### config.mk
export PLATFORM = sky130hd
export DESIGN_NAME = byte_data_memory_flat
export DESIGN_NICKNAME = d
export VERILOG_FILES = /design/src/rtl/byte_data_memory_if.sv /design/src/rtl/byte_data_memory.sv /design/src/flat_wrapper.sv
export SDC_FILE = /design/constraint.sdc
export NUM_CORES = 1
export LEC_CHECK = 0
export ABC_AREA = 0
export CAP_MARGIN = 20
export CORE_ASPECT_RATIO = 0.5
export CORE_MARGIN = 5
export CORE_UTILIZATION = 60
export DETAILED_ROUTE_END_ITERATION = 10
export HOLD_SLACK_MARGIN = 0.05
export PLACE_DENSITY = 0.76
export SLEW_MARGIN = 20
export SYNTH_ARGS = -nofsm -noshare
export SYNTH_HDL_FRONTEND = slang
export SYNTH_SLANG_ARGS = --single-unit
### constraint.sdc
create_clock -name Clock -period 2.8 [get_ports Clock]
set_clock_uncertainty 0.05 [all_clocks]
set_input_delay 0.7 -clock Clock [delete_from_list [all_inputs] [get_ports Clock]]
set_output_delay 0.7 -clock Clock [all_outputs]
set_load 0.02 [all_outputs]
### src/rtl/byte_data_memory_if.sv
// Request/ready bus between the MEM stage and byte_data_memory.
// The master drives the access; the slave returns load data and status pulses.
interface byte_data_memory_if;
    logic        Request;
    logic        Write;
    logic [1:0]  Size;
    logic        Unsigned;
    logic [31:0] Address;
    logic [31:0] DataIn;
    logic        Ready;
    logic [31:0] DataOut;
    logic        DataValid;
    logic        Fault;
    logic        Busy;

    modport master (
        output Request, Write, Size, Unsigned, Address, DataIn,
        input  Ready, DataOut, DataValid, Fault, Busy
    );

    modport slave (
        input  Request, Write, Size, Unsigned, Address, DataIn,
        output Ready, DataOut, DataValid, Fault, Busy
    );
endinterface

### src/rtl/byte_data_memory.sv
// Byte/halfword/word data memory with lane-merged stores, extended loads,
// misalignment faults and a post-reset fill sequence (word i = i*INIT_STRIDE).
module byte_data_memory #(
    parameter int ADDR_BITS   = 5,
    parameter int INIT_STRIDE = 4
) (
    input  logic              Clock,
    input  logic              Reset,
    byte_data_memory_if.slave bus
);
    localparam int DEPTH = 1 << ADDR_BITS;

    typedef enum logic {INIT, IDLE} state_t;

    state_t               state_reg;
    logic [ADDR_BITS-1:0] init_cnt_reg;
    logic                 ready_reg;
    logic                 valid_reg;
    logic                 fault_reg;
    logic [31:0]          dout_reg;

    logic [31:0]          mem [DEPTH];

    logic [1:0]           offset;
    logic [ADDR_BITS-1:0] word_idx;
    logic                 unused_addr_bits;

    assign offset           = bus.Address[1:0];
    assign word_idx         = bus.Address[ADDR_BITS+1:2];
    assign unused_addr_bits = ^bus.Address[31:ADDR_BITS+2];

    logic misaligned;
    always_comb begin
        misaligned = 1'b0;
        case (bus.Size)
            2'b00:   misaligned = 1'b0;
            2'b01:   misaligned = offset[0];
            2'b10:   misaligned = |offset;
            default: misaligned = 1'b1;
        endcase
    end

    logic accept, do_store, do_load, do_fault;
    assign accept   = bus.Request & ready_reg;
    assign do_fault = accept & misaligned;
    assign do_store = accept & ~misaligned & bus.Write;
    assign do_load  = accept & ~misaligned & ~bus.Write;

    // Store data is replicated across lanes so the lane mask alone picks placement.
    logic [3:0]  lane_mask;
    logic [31:0] store_data;
    always_comb begin
        lane_mask  = 4'b1111;
        store_data = bus.DataIn;
        case (bus.Size)
            2'b00: begin
                lane_mask  = 4'b0001 << offset;
                store_data = {4{bus.DataIn[7:0]}};
            end
            2'b01: begin
                lane_mask  = offset[1] ? 4'b1100 : 4'b0011;
                store_data = {2{bus.DataIn[15:0]}};
            end
            default: begin
                lane_mask  = 4'b1111;
                store_data = bus.DataIn;
            end
        endcase
    end

    logic [31:0]          init_data;
    logic [3:0]           wr_lanes;
    logic [31:0]          wr_data;
    logic [ADDR_BITS-1:0] wr_idx;

    assign init_data = 32'(init_cnt_reg) * 32'(INIT_STRIDE);

    always_comb begin
        wr_lanes = 4'b0000;
        wr_data  = store_data;
        wr_idx   = word_idx;
        if (state_reg == INIT) begin
            wr_lanes = {4{~Reset}};
            wr_data  = init_data;
            wr_idx   = init_cnt_reg;
        end else begin
            wr_lanes = lane_mask & {4{do_store}};
        end
    end

    // Memory is deliberately outside the reset domain: contents survive reset.
    always_ff @(posedge Clock) begin
        for (int k = 0; k < 4; k++) begin
            if (wr_lanes[k]) begin
                mem[wr_idx][8*k +: 8] <= wr_data[8*k +: 8];
            end
        end
    end

    logic [31:0] rd_word;
    logic [7:0]  rd_bytes [4];
    assign rd_word = mem[word_idx];

    genvar gi;
    generate
        for (gi = 0; gi < 4; gi++) begin : g_rd_lane
            assign rd_bytes[gi] = rd_word[8*gi +: 8];
        end
    endgenerate

    logic [7:0]  sel_byte;
    logic [15:0] sel_half;
    logic [31:0] load_data;
    assign sel_byte = rd_bytes[offset];
    assign sel_half = offset[1] ? rd_word[31:16] : rd_word[15:0];

    always_comb begin
        load_data = rd_word;
        case (bus.Size)
            2'b00:   load_data = {{24{~bus.Unsigned & sel_byte[7]}}, sel_byte};
            2'b01:   load_data = {{16{~bus.Unsigned & sel_half[15]}}, sel_half};
            default: load_data = rd_word;
        endcase
    end

    always_ff @(posedge Clock or posedge Reset) begin
        if (Reset) begin
            state_reg    <= INIT;
            init_cnt_reg <= '0;
            ready_reg    <= 1'b0;
            valid_reg    <= 1'b0;
            fault_reg    <= 1'b0;
            dout_reg     <= 32'h0;
        end else begin
            valid_reg <= 1'b0;
            fault_reg <= 1'b0;
            case (state_reg)
                INIT: begin
                    init_cnt_reg <= init_cnt_reg + ADDR_BITS'(1);
                    if (init_cnt_reg == ADDR_BITS'(DEPTH - 1)) begin
                        state_reg <= IDLE;
                        ready_reg <= 1'b1;
                    end
                end
                IDLE: begin
                    fault_reg <= do_fault;
                    if (do_load) begin
                        valid_reg <= 1'b1;
                        dout_reg  <= load_data;
                    end
                end
            endcase
        end
    end

    assign bus.Ready     = ready_reg;
    assign bus.Busy      = ~ready_reg;
    assign bus.DataOut   = dout_reg;
    assign bus.DataValid = valid_reg;
    assign bus.Fault     = fault_reg;
endmodule

### src/flat_wrapper.sv
// flat-port wrapper written by rule: the top's interface ports become plain ports
module byte_data_memory_flat 
#(
    parameter int ADDR_BITS   = 5,
    parameter int INIT_STRIDE = 4
)
  (Clock, Reset, bus_Request, bus_Write, bus_Size, bus_Unsigned, bus_Address, bus_DataIn, bus_Ready, bus_DataOut, bus_DataValid, bus_Fault, bus_Busy);
  byte_data_memory_if bus_i ();
  input  logic Clock;
  input  logic Reset;
  input wire logic [$bits(bus_i.Request)-1:0] bus_Request;
  input wire logic [$bits(bus_i.Write)-1:0] bus_Write;
  input wire logic [$bits(bus_i.Size)-1:0] bus_Size;
  input wire logic [$bits(bus_i.Unsigned)-1:0] bus_Unsigned;
  input wire logic [$bits(bus_i.Address)-1:0] bus_Address;
  input wire logic [$bits(bus_i.DataIn)-1:0] bus_DataIn;
  output wire logic [$bits(bus_i.Ready)-1:0] bus_Ready;
  output wire logic [$bits(bus_i.DataOut)-1:0] bus_DataOut;
  output wire logic [$bits(bus_i.DataValid)-1:0] bus_DataValid;
  output wire logic [$bits(bus_i.Fault)-1:0] bus_Fault;
  output wire logic [$bits(bus_i.Busy)-1:0] bus_Busy;
  assign bus_i.Request = bus_Request;
  assign bus_i.Write = bus_Write;
  assign bus_i.Size = bus_Size;
  assign bus_i.Unsigned = bus_Unsigned;
  assign bus_i.Address = bus_Address;
  assign bus_i.DataIn = bus_DataIn;
  assign bus_Ready = bus_i.Ready;
  assign bus_DataOut = bus_i.DataOut;
  assign bus_DataValid = bus_i.DataValid;
  assign bus_Fault = bus_i.Fault;
  assign bus_Busy = bus_i.Busy;
  byte_data_memory #(.ADDR_BITS(ADDR_BITS), .INIT_STRIDE(INIT_STRIDE)) u_core (.Clock(Clock), .Reset(Reset), .bus(bus_i));
endmodule
# --- Yosys cells after proc, flatten, opt, wreduce, memory -nomap -nowiden ---
# Memories as Yosys holds them, arrays and structs flattened.
# Cells that the tools add are included.
op_classes:
  addsub: 1
  order_cmp: 1
  eq_ne: 3
  shift: 1
  mux: 25
  bitwise: 15
  reduce_logical: 4
op_table:
  columns: ["operator", "n"]
  rows:
  - ["$pmux 32 s2", 2]
  - ["$mux 32", 1]
  - ["$bmux 8 s2", 1]
  - ["$mux 16", 1]
  - ["$mux 8", 2]
  - ["$mux 1", 13]
  - ["$mux 4", 2]
  - ["$pmux 4 s2", 1]
  - ["$and 1x1->1", 7]
  - ["$not 1->1", 6]
  - ["$add 5x1->5 const B", 1]
  - ["$eq 5x5->1 const B", 1]
  - ["$mux 5", 1]
  - ["$and 4x4->4", 1]
  - ["$reduce_and 2->1", 2]
  - ["$shl 1x2->4 const A", 1]
  - ["$ge 3x3->1 const B", 1]
  - ["$not 2->3", 1]
  - ["$pmux 1 s3", 1]
  - ["$eq 2x1->1 const B", 1]
  - ["$eq 2x2->1 const B", 1]
  - ["$logic_not 2->1", 1]
  - ["$reduce_or 2->1", 1]
totals:
  ff_bits: 41
  ram_bits: 1024
  input_bits: 71
  out_inout_bits: 36
  n_memories: 1
mem_list:
  columns: ["memory", "words", "word_bits", "read_ports", "rd_ports_with_merged_regs", "wr", "line_no", "source"]
  rows:
  - ["u_core.mem", 32, 32, 1, 0, 1, "byte_data_memory.sv:22", "logic [31:0] mem [DEPTH];"]

# --- Depth between registers and ports, before layout ---
# Gate-level depths: netlist of the first run.
depth:
  word_depth: 9
  ltp_mapped: 13
  mapped_depth_nobuf: 7

# --- Least setup slack after synthesis of the first run ---
# Ideal clock, no wire load.
synth_timing:
  path_kind: "input -> register"
  from: "input bus_Address[3]"
  to: "memory u_core.mem[15][10], enable pin"
  t_arrival_ps: 2974
  path_slack_ps: -607
  stages: 12
  n_path_buf: 8
  path_cell_list: "buf_6 buf_6 buf_6 buf_6 buf_4 buf_2 inv_2 nor3_1 a31oi_1 clkbuf_1 buf_2 nor3_1"
synth_via:
  elab_chain_len: 1
synth_rtl:
  columns: ["item", "line_no", "source"]
  rows:
  - ["from (decl)", "flat_wrapper.sv:15", "input wire logic [$bits(bus_i.Address)-1:0] bus_Address;"]
  - ["$mux 5", "byte_data_memory.sv:82", "if (state_reg == INIT) begin"]
  - ["to (decl)", "byte_data_memory.sv:22", null]
# Every way passes these cells.

# --- Worst setup path in the final report of the first run ---
layout_timing:
  from: "register u_core.state_reg"
  to: "memory u_core.mem[10][26], enable pin"
layout_via:
  elab_chain_len: 3
  elab_cells_between_ends: 4
layout_rtl:
  columns: ["item", "line_no", "source"]
  rows:
  - ["from (decl)", "byte_data_memory.sv:15", "state_t state_reg;"]
  - ["from (signal assigned)", "byte_data_memory.sv:128", "state_reg <= INIT;"]
  - ["from (signal assigned)", "byte_data_memory.sv:141", "state_reg <= IDLE;"]
  - ["$mux 4", "byte_data_memory.sv:82", null]
  - ["$mux 1", "byte_data_memory.sv:94", "if (wr_lanes[k]) begin"]
  - ["$mux 1 (implied by the code)", "byte_data_memory.sv:95", "mem[wr_idx][8*k +: 8] <= wr_data[8*k +: 8];"]
# Several ways; a longest one is shown, not always the timed one.

==> results of run 1 <==
metal layers:
layer | GRT usage [%] | up-vias | part of all wire (%)
met5 | 0 | - | 0.012
met4 | 10.38 | 2 | 3.6
met3 | 8.035 | 180 | 9.8
met2 | 43.57 | 1127 | 47
met1 | 38.49 | 11770 | 39
li1 | - | 9563 | -
power breakdown:
| group | switching (mW) | internal (mW) | total (mW) | leakage, nW |
|---|---|---|---|---|
| sequential | 0.138 | 17.7 | 17.8 | 9.76 |
| clock | 5.64 | 6.47 | 12.1 | 1.36 |
| combinational | 1.73 | 1.27 | 2.99 | 6.09 |
kinds of logic after synthesis:
kind of cell / synth area share, %
buf+inv: 1.687
simple gates: 3.409
mux: 17.06
xor+xnor: 0.06172
fa+ha+maj: 0.05876
compound gates: 3.097
flops: 74.63
area by class of cell:
class	count	area (sq um)	area share (%)
Antenna cell	1	2.502	0.004860
Sequential cell	1065	31780	61.71
Multi-Input combinational cell	938	11160	21.67
Inverter	9	33.78	0.06561
Clock buffer	110	2346	4.556
Timing Repair Buffer	421	4528	8.794
Clock inverter	50	449.2	0.8723
Tap cell	958	1199	2.328
stage by stage:
step / hold slack (ps) / setup TNS, ps
final: 348.8 / 0
after global placement: 445.8 / -362280
after global routing: 330.1 / -345.8
after floorplan: 457.2 / -29000
after CTS: 315.8 / 0
after detailed placement: 464.5 / -447560
worst max path at each step:
stage,slack [ps],from,cells after the start,endpoint
2_1_floorplan,-220,bus_Address[3],11,u_core.mem[8][10]
3_3_place_gp,-640,bus_Address[2],9,u_core.bus.DataOut[3]
3_5_place_dp,-660,bus_Address[2],9,u_core.bus.DataOut[3]
4_1_cts,20,u_core.state_reg,6,u_core.mem[6][17]
5_1_grt,-30,u_core.state_reg,5,u_core.mem[10][20]
6_report,10,u_core.state_reg,5,u_core.mem[10][26]
cells in the mapped netlist, drive strengths merged:
library cell / number
or4: 4
clkinv: 1
nor3b: 2
inv: 8
or2: 24
a22oi: 53
o221ai: 7
nand2b: 7
o22ai: 19
xnor2: 3
a21o: 1
or3: 2
a31oi: 5
nand3: 6
and3: 1
mux2: 6
nand4: 1
nand2: 55
ha: 2
a21oi: 60
nor2b: 3
o31ai: 1
buf: 83
dfrtp: 41
o21bai: 1
mux2i: 136
o211ai: 16
and2: 7
nor3: 62
nor2: 148
mux4: 259
nand3b: 2
o21ai: 45
edfxtp: 1024
clkbuf: 50
timing repair:
item / in CTS / in global routing
setup buffers: 0 / 0
gates resized for setup: 0 / 5
setup endpoints to repair: 0 / 50
hold buffers: 0 / 0
==> impl_metrics.json, run 1 <==
{
  "grt_start_max_net_pins": 45,
  "place_congestion": 0.9917,
  "fin_crit_sh_pct": 99.49,
  "rsz0062_at_grt": "true",
  "status": "finished clean",
  "r2r_start": "u_core.state_reg",
  "wirelength_mm": 105.2,
  "antenna_found_initial": 2,
  "via_per_inst": 6.374,
  "syn_to_final_growth_pct": 20.94,
  "finalNetCount": 2596,
  "ys_seq_elements": 1065,
  "rows": 69,
  "arrival_ps": 3030,
  "largest_register_ffs": 1024,
  "cts_tree": "done",
  "yosysTopAreaCell": "edfxtp_1",
  "fmax_ghz": 0.3590,
  "cp_cell_sequence": "buf_4 -> nor3b_1 -> a31oi_4 -> or2_2 -> nor2_1",
  "grt_pass1_wl_mm": 154.3,
  "die-height_um": 198.4,
  "crit_type": "register to register",
  "top_level_ports": 107,
  "p_total_mw": 32.94,
  "setup_slack_ps": 14.28,
  "power.leakage_nw": 17.21,
  "dieWidth_um": 386.7,
  "core-area_sq_um": 70620,
  "die_area_sq_um": 76710,
  "initial_utilization_pct": 60.29,
  "insertion_delay_ps": 680,
  "slowest_stage": "nor2_1",
  "cts_root_buf": "clkbuf_16",
  "worstMarginPinSlew_ps": 1066,
  "irDropWorstVdd_mv": 0.4441,
  "yosys_warnings": 0,
  "postPlaceCellArea_sq_um": 48620,
  "p_per_area_nw_per_um2": 639.7,
  "worst_setup_path_start_kind": "register",
  "fin_util_pct": 72.92,
  "clock_path_buffers": 3,
  "layout.cells.non_filler": 3552,
  "place_inst": 3391,
  "layout_commonest_cell": "edfxtp_1",
  "synth_area_leaders": "edfxtp_1, mux4_2, mux2i_1",
  "ff2ff_path_depth": 5,
  "r2r_setup_slack_ps": 10,
  "drive_above_1_share_pct": 35.17,
  "grt_overflow": 0,
  "final_cell_mix": "edfxtp_1, mux4_2, buf_4",
  "num_vias": 22640,
  "syn_nets": 2218,
  "grt_usage_pct": 27.92,
  "hp-class": "input port to async pin",
  "drt-pass1-iter-count": 8,
  "pre_cts_slack_ps": -664.2,
  "critPathCaptureType": "register",
  "cp_slowest_stage_delay_ps": 670,
  "path_delay_family": "simple AND/OR/NAND/NOR gates",
  "slew_headroom_pct": 28.95,
  "route.detailed.drc": 0,
  "r2r_end": "u_core.mem[10][26]",
  "clk_pin_slew_ps": 70,
  "critical_path_buf_inv_count": 1,
  "wire_per_inst_um": 29.61,
  "numCtsBuffers": 88,
  "fillers": 4079,
  "fin_area_sq_um": 51490,
  "cts.sinks": 1065,
  "fin_crit_ps": 2786,
  "synth.yosys.seq_area_share_pct": 74.63,
  "port_buffers": 81,
  "synthDistinctLibCells": 47,
  "slew_viol_final": 0,
  "ant_nets": 0,
  "cp_max_fo": 8,
  "synth_top_area_share_pct": 72.22,
  "synth_cells": 2145,
  "hold_viol_final": 0,
  "synth_area_sq_um": 42580,
  "grt_pass1_vias": 22970,
  "cap_violations": 0,
  "finalSetupViolCount": 0,
  "syn_area_per_cell_sq_um": 19.85,
  "cts_htree_levels": 3,
  "required_ps": 3040,
  "drt_iter0_drc": 2843,
  "hpwl_mm": 70.17
}
(Power assumes the default switching activity.)
==> inputs of run 2 (changes only) <==
--- a/config.mk
+++ b/config.mk
@@ -9,10 +9,10 @@
 export CAP_MARGIN = 20
 export CORE_ASPECT_RATIO = 0.5
 export CORE_MARGIN = 5
-export CORE_UTILIZATION = 60
+export CORE_UTILIZATION = 56
 export DETAILED_ROUTE_END_ITERATION = 10
 export HOLD_SLACK_MARGIN = 0.05
-export PLACE_DENSITY = 0.76
+export PLACE_DENSITY = 0.74
 export SLEW_MARGIN = 20
 export SYNTH_ARGS = -nofsm -noshare
 export SYNTH_HDL_FRONTEND = slang
==> constraint.sdc (replaced) <==
create_clock -name Clock -period 2.3 [get_ports Clock]
set_clock_uncertainty 0.05 [all_clocks]
set_input_delay 0.575 -clock Clock [delete_from_list [all_inputs] [get_ports Clock]]
set_output_delay 0.575 -clock Clock [all_outputs]
set_load 0.02 [all_outputs]
==> run 2 against run 1 <==
Effect of this change: first-iteration DRC count increased by 24%; worst hold slack improved by 19 ps; the flow now finishes with violations (setup timing); core utilization fell by 0.40 points; non-clock buffer count rose by 105; critical path type is now input port to register; total power increased by 26%; via count is 7.4% higher; register-to-register slack got worse by 200 ps.
==> impl_metrics.json, run 2 (same netlist as run 1, synthesis figures left out) <==
{
  "syn_to_final_growth_pct": 28.15,
  "port_buffers": 81,
  "wire_per_inst_um": 31.60,
  "grt_overflow": 0,
  "hold_depth": 3,
  "place_inst": 3495,
  "cp_cell_sequence": "buf_16 -> buf_12 -> buf_8 -> mux2i_1 -> a22oi_2 -> a21oi_2 -> or4_4 -> buf_6 -> buf_6 -> o22ai_4 -> buf_6 -> o21ai_0 -> o211ai_1",
  "clk_pin_slew_ps": 70,
  "cts.sinks": 1065,
  "required_ps": 2830,
  "grt_pass1_wl_mm": 168.4,
  "crit_type": "input port to register",
  "wirelength_mm": 117.7,
  "slowest_stage": "or4_4",
  "layout_commonest_cell": "edfxtp_1",
  "critPathCaptureType": "register",
  "p_per_area_nw_per_um2": 760.2,
  "hold_viol_final": 0,
  "ctsHoldBuffers": 0,
  "cap_violations": 0,
  "cts_htree_levels": 3,
  "final_cell_mix": "edfxtp_1, mux4_2, buf_4",
  "numCtsBuffers": 89,
  "layout.cells.non_filler": 3724,
  "ant_nets": 0,
  "critPathMostFrequentCell": "buf_6",
  "grt_start_max_net_pins": 53,
  "setup_slack_ps": -197.3,
  "finalNetCount": 2703,
  "cp_slowest_stage_delay_ps": 500,
  "num_vias": 24310,
  "top_level_ports": 107,
  "initial_utilization_pct": 56.59,
  "hp-class": "input port to register",
  "ff2ff_path_depth": 10,
  "fin_util_pct": 72.51,
  "place_congestion": 0.9978,
  "insertion_delay_ps": 660,
  "whs_ps": 368.2,
  "status": "finished, violations left",
  "cts_root_buf": "clkbuf_16",
  "fillers": 4066,
  "cts_tree": "done",
  "slew_headroom_pct": 27.73,
  "antenna_found_initial": 2,
  "largest_register_ffs": 1024,
  "clock_path_buffers": 3,
  "slew_viol_final": 0,
  "fmax_ghz": 0.4004,
  "drive_above_1_share_pct": 41.22,
  "hpwl_mm": 72.38,
  "finalSetupViolCount": 37,
  "die-height_um": 205.0,
  "worstMarginPinSlew_ps": 1079,
  "power.leakage_nw": 18.44,
  "route.detailed.drc": 0,
  "worst_setup_path_start_kind": "input port",
  "cp_max_fo": 8,
  "die_area_sq_um": 81980,
  "via_per_inst": 6.528,
  "grt_pass1_vias": 24460,
  "drt-pass1-iter-count": 6,
  "drt_iter0_drc": 3527,
  "grt_usage_pct": 28.72,
  "dieWidth_um": 400.0,
  "fin_crit_sh_pct": 108.6,
  "arrival_ps": 3020,
  "irDropWorstVdd_mv": 0.5785,
  "rsz0062_at_grt": "true",
  "rows": 71,
  "violations": "setup timing",
  "core-area_sq_um": 75240,
  "fin_crit_ps": 2497
}
## run 2: cell count changes in the layout (fill, tap and decap cells not counted), sizes merged
cell           delta
clkinv            -6
dlygate4sd2      +30
buf             +100
dlymetal6s2s      +4
o21ai             +1
diode             +1
bufinv            +8
clkdlybuf4s50    -34
inv               -1
clkbuf            +6
clkinvlp          -1
## run 2: final timing paths
path | end | slack [ps] | startpoint
worst max-delay path | u_core.bus.DataOut[24] | -200 | bus_Address[3]
worst min-delay path | u_core.bus.Fault | 370 | bus_Size[0]
worst max register to register | u_core.bus.DataOut[24] | -190 | u_core.mem[11][15]
worst min register to register | u_core.init_cnt_reg[4] | 500 | u_core.init_cnt_reg[4]
max in group asynchronous | u_core.state_reg | 1470 | Reset
min in group asynchronous | u_core.bus.DataValid | 390 | Reset
## run 2: area by class of cell
cell class                      count  area [sq um]  area share [%]
Clock inverter                     50         601.8           1.103
Antenna cell                        2         5.005        0.009173
Clock buffer                      111          2362           4.330
Sequential cell                  1065         31780           58.24
Tap cell                         1022          1279           2.344
Timing Repair Buffer              526          6616           12.13
Multi-Input combinational cell    939         11880           21.78
Inverter                            9         38.79         0.07109
## run 2: timing repair
item	in CTS	in global routing
resized for setup	118	134
buffers inserted	28	32
setup endpoints to repair	614	862
pin swaps	15	57
gates cloned	4	8
## run 2: per-layer routing
metal	vias to the layer above	part of all wire [%]	GRT usage (%)	routed length (um)
met3	262	10	6.253	11880
met4	0	3.8	9.219	4478
li1	9812	-	-	-
met2	1553	49	46.36	57240
met5	-	0	0	0
met1	12680	37	39.93	44100
## run 2: stage by stage
step           setup TNS, ps  power (mW)  cell area, sq um  setup WS (ps)
2_1_floorplan        -418930       24.04             43860         -374.4
3_3_place_gp         -894360       25.71             49920         -960.2
3_5_place_dp         -921650       25.78             49940         -997.0
4_1_cts               -419.8       41.24             53640         -31.83
5_1_grt                -4195       42.72             54560         -207.8
6_report               -3449       41.47             54560         -197.3
## run 2: critical path: cells and delay by family
family,cells,cell delay [ps]
buffers and inverters,6,900
AOI/OAI and AO/OA,5,850
and+or+nand+nor,1,500
muxes,1,170
## run 2: report_power, final
part	internal (mW)	leakage (nW)	switching, mW
Clock	8.78	1.43	6.91
Sequential	21.5	9.76	0.154
Combinational	1.72	7.25	2.37
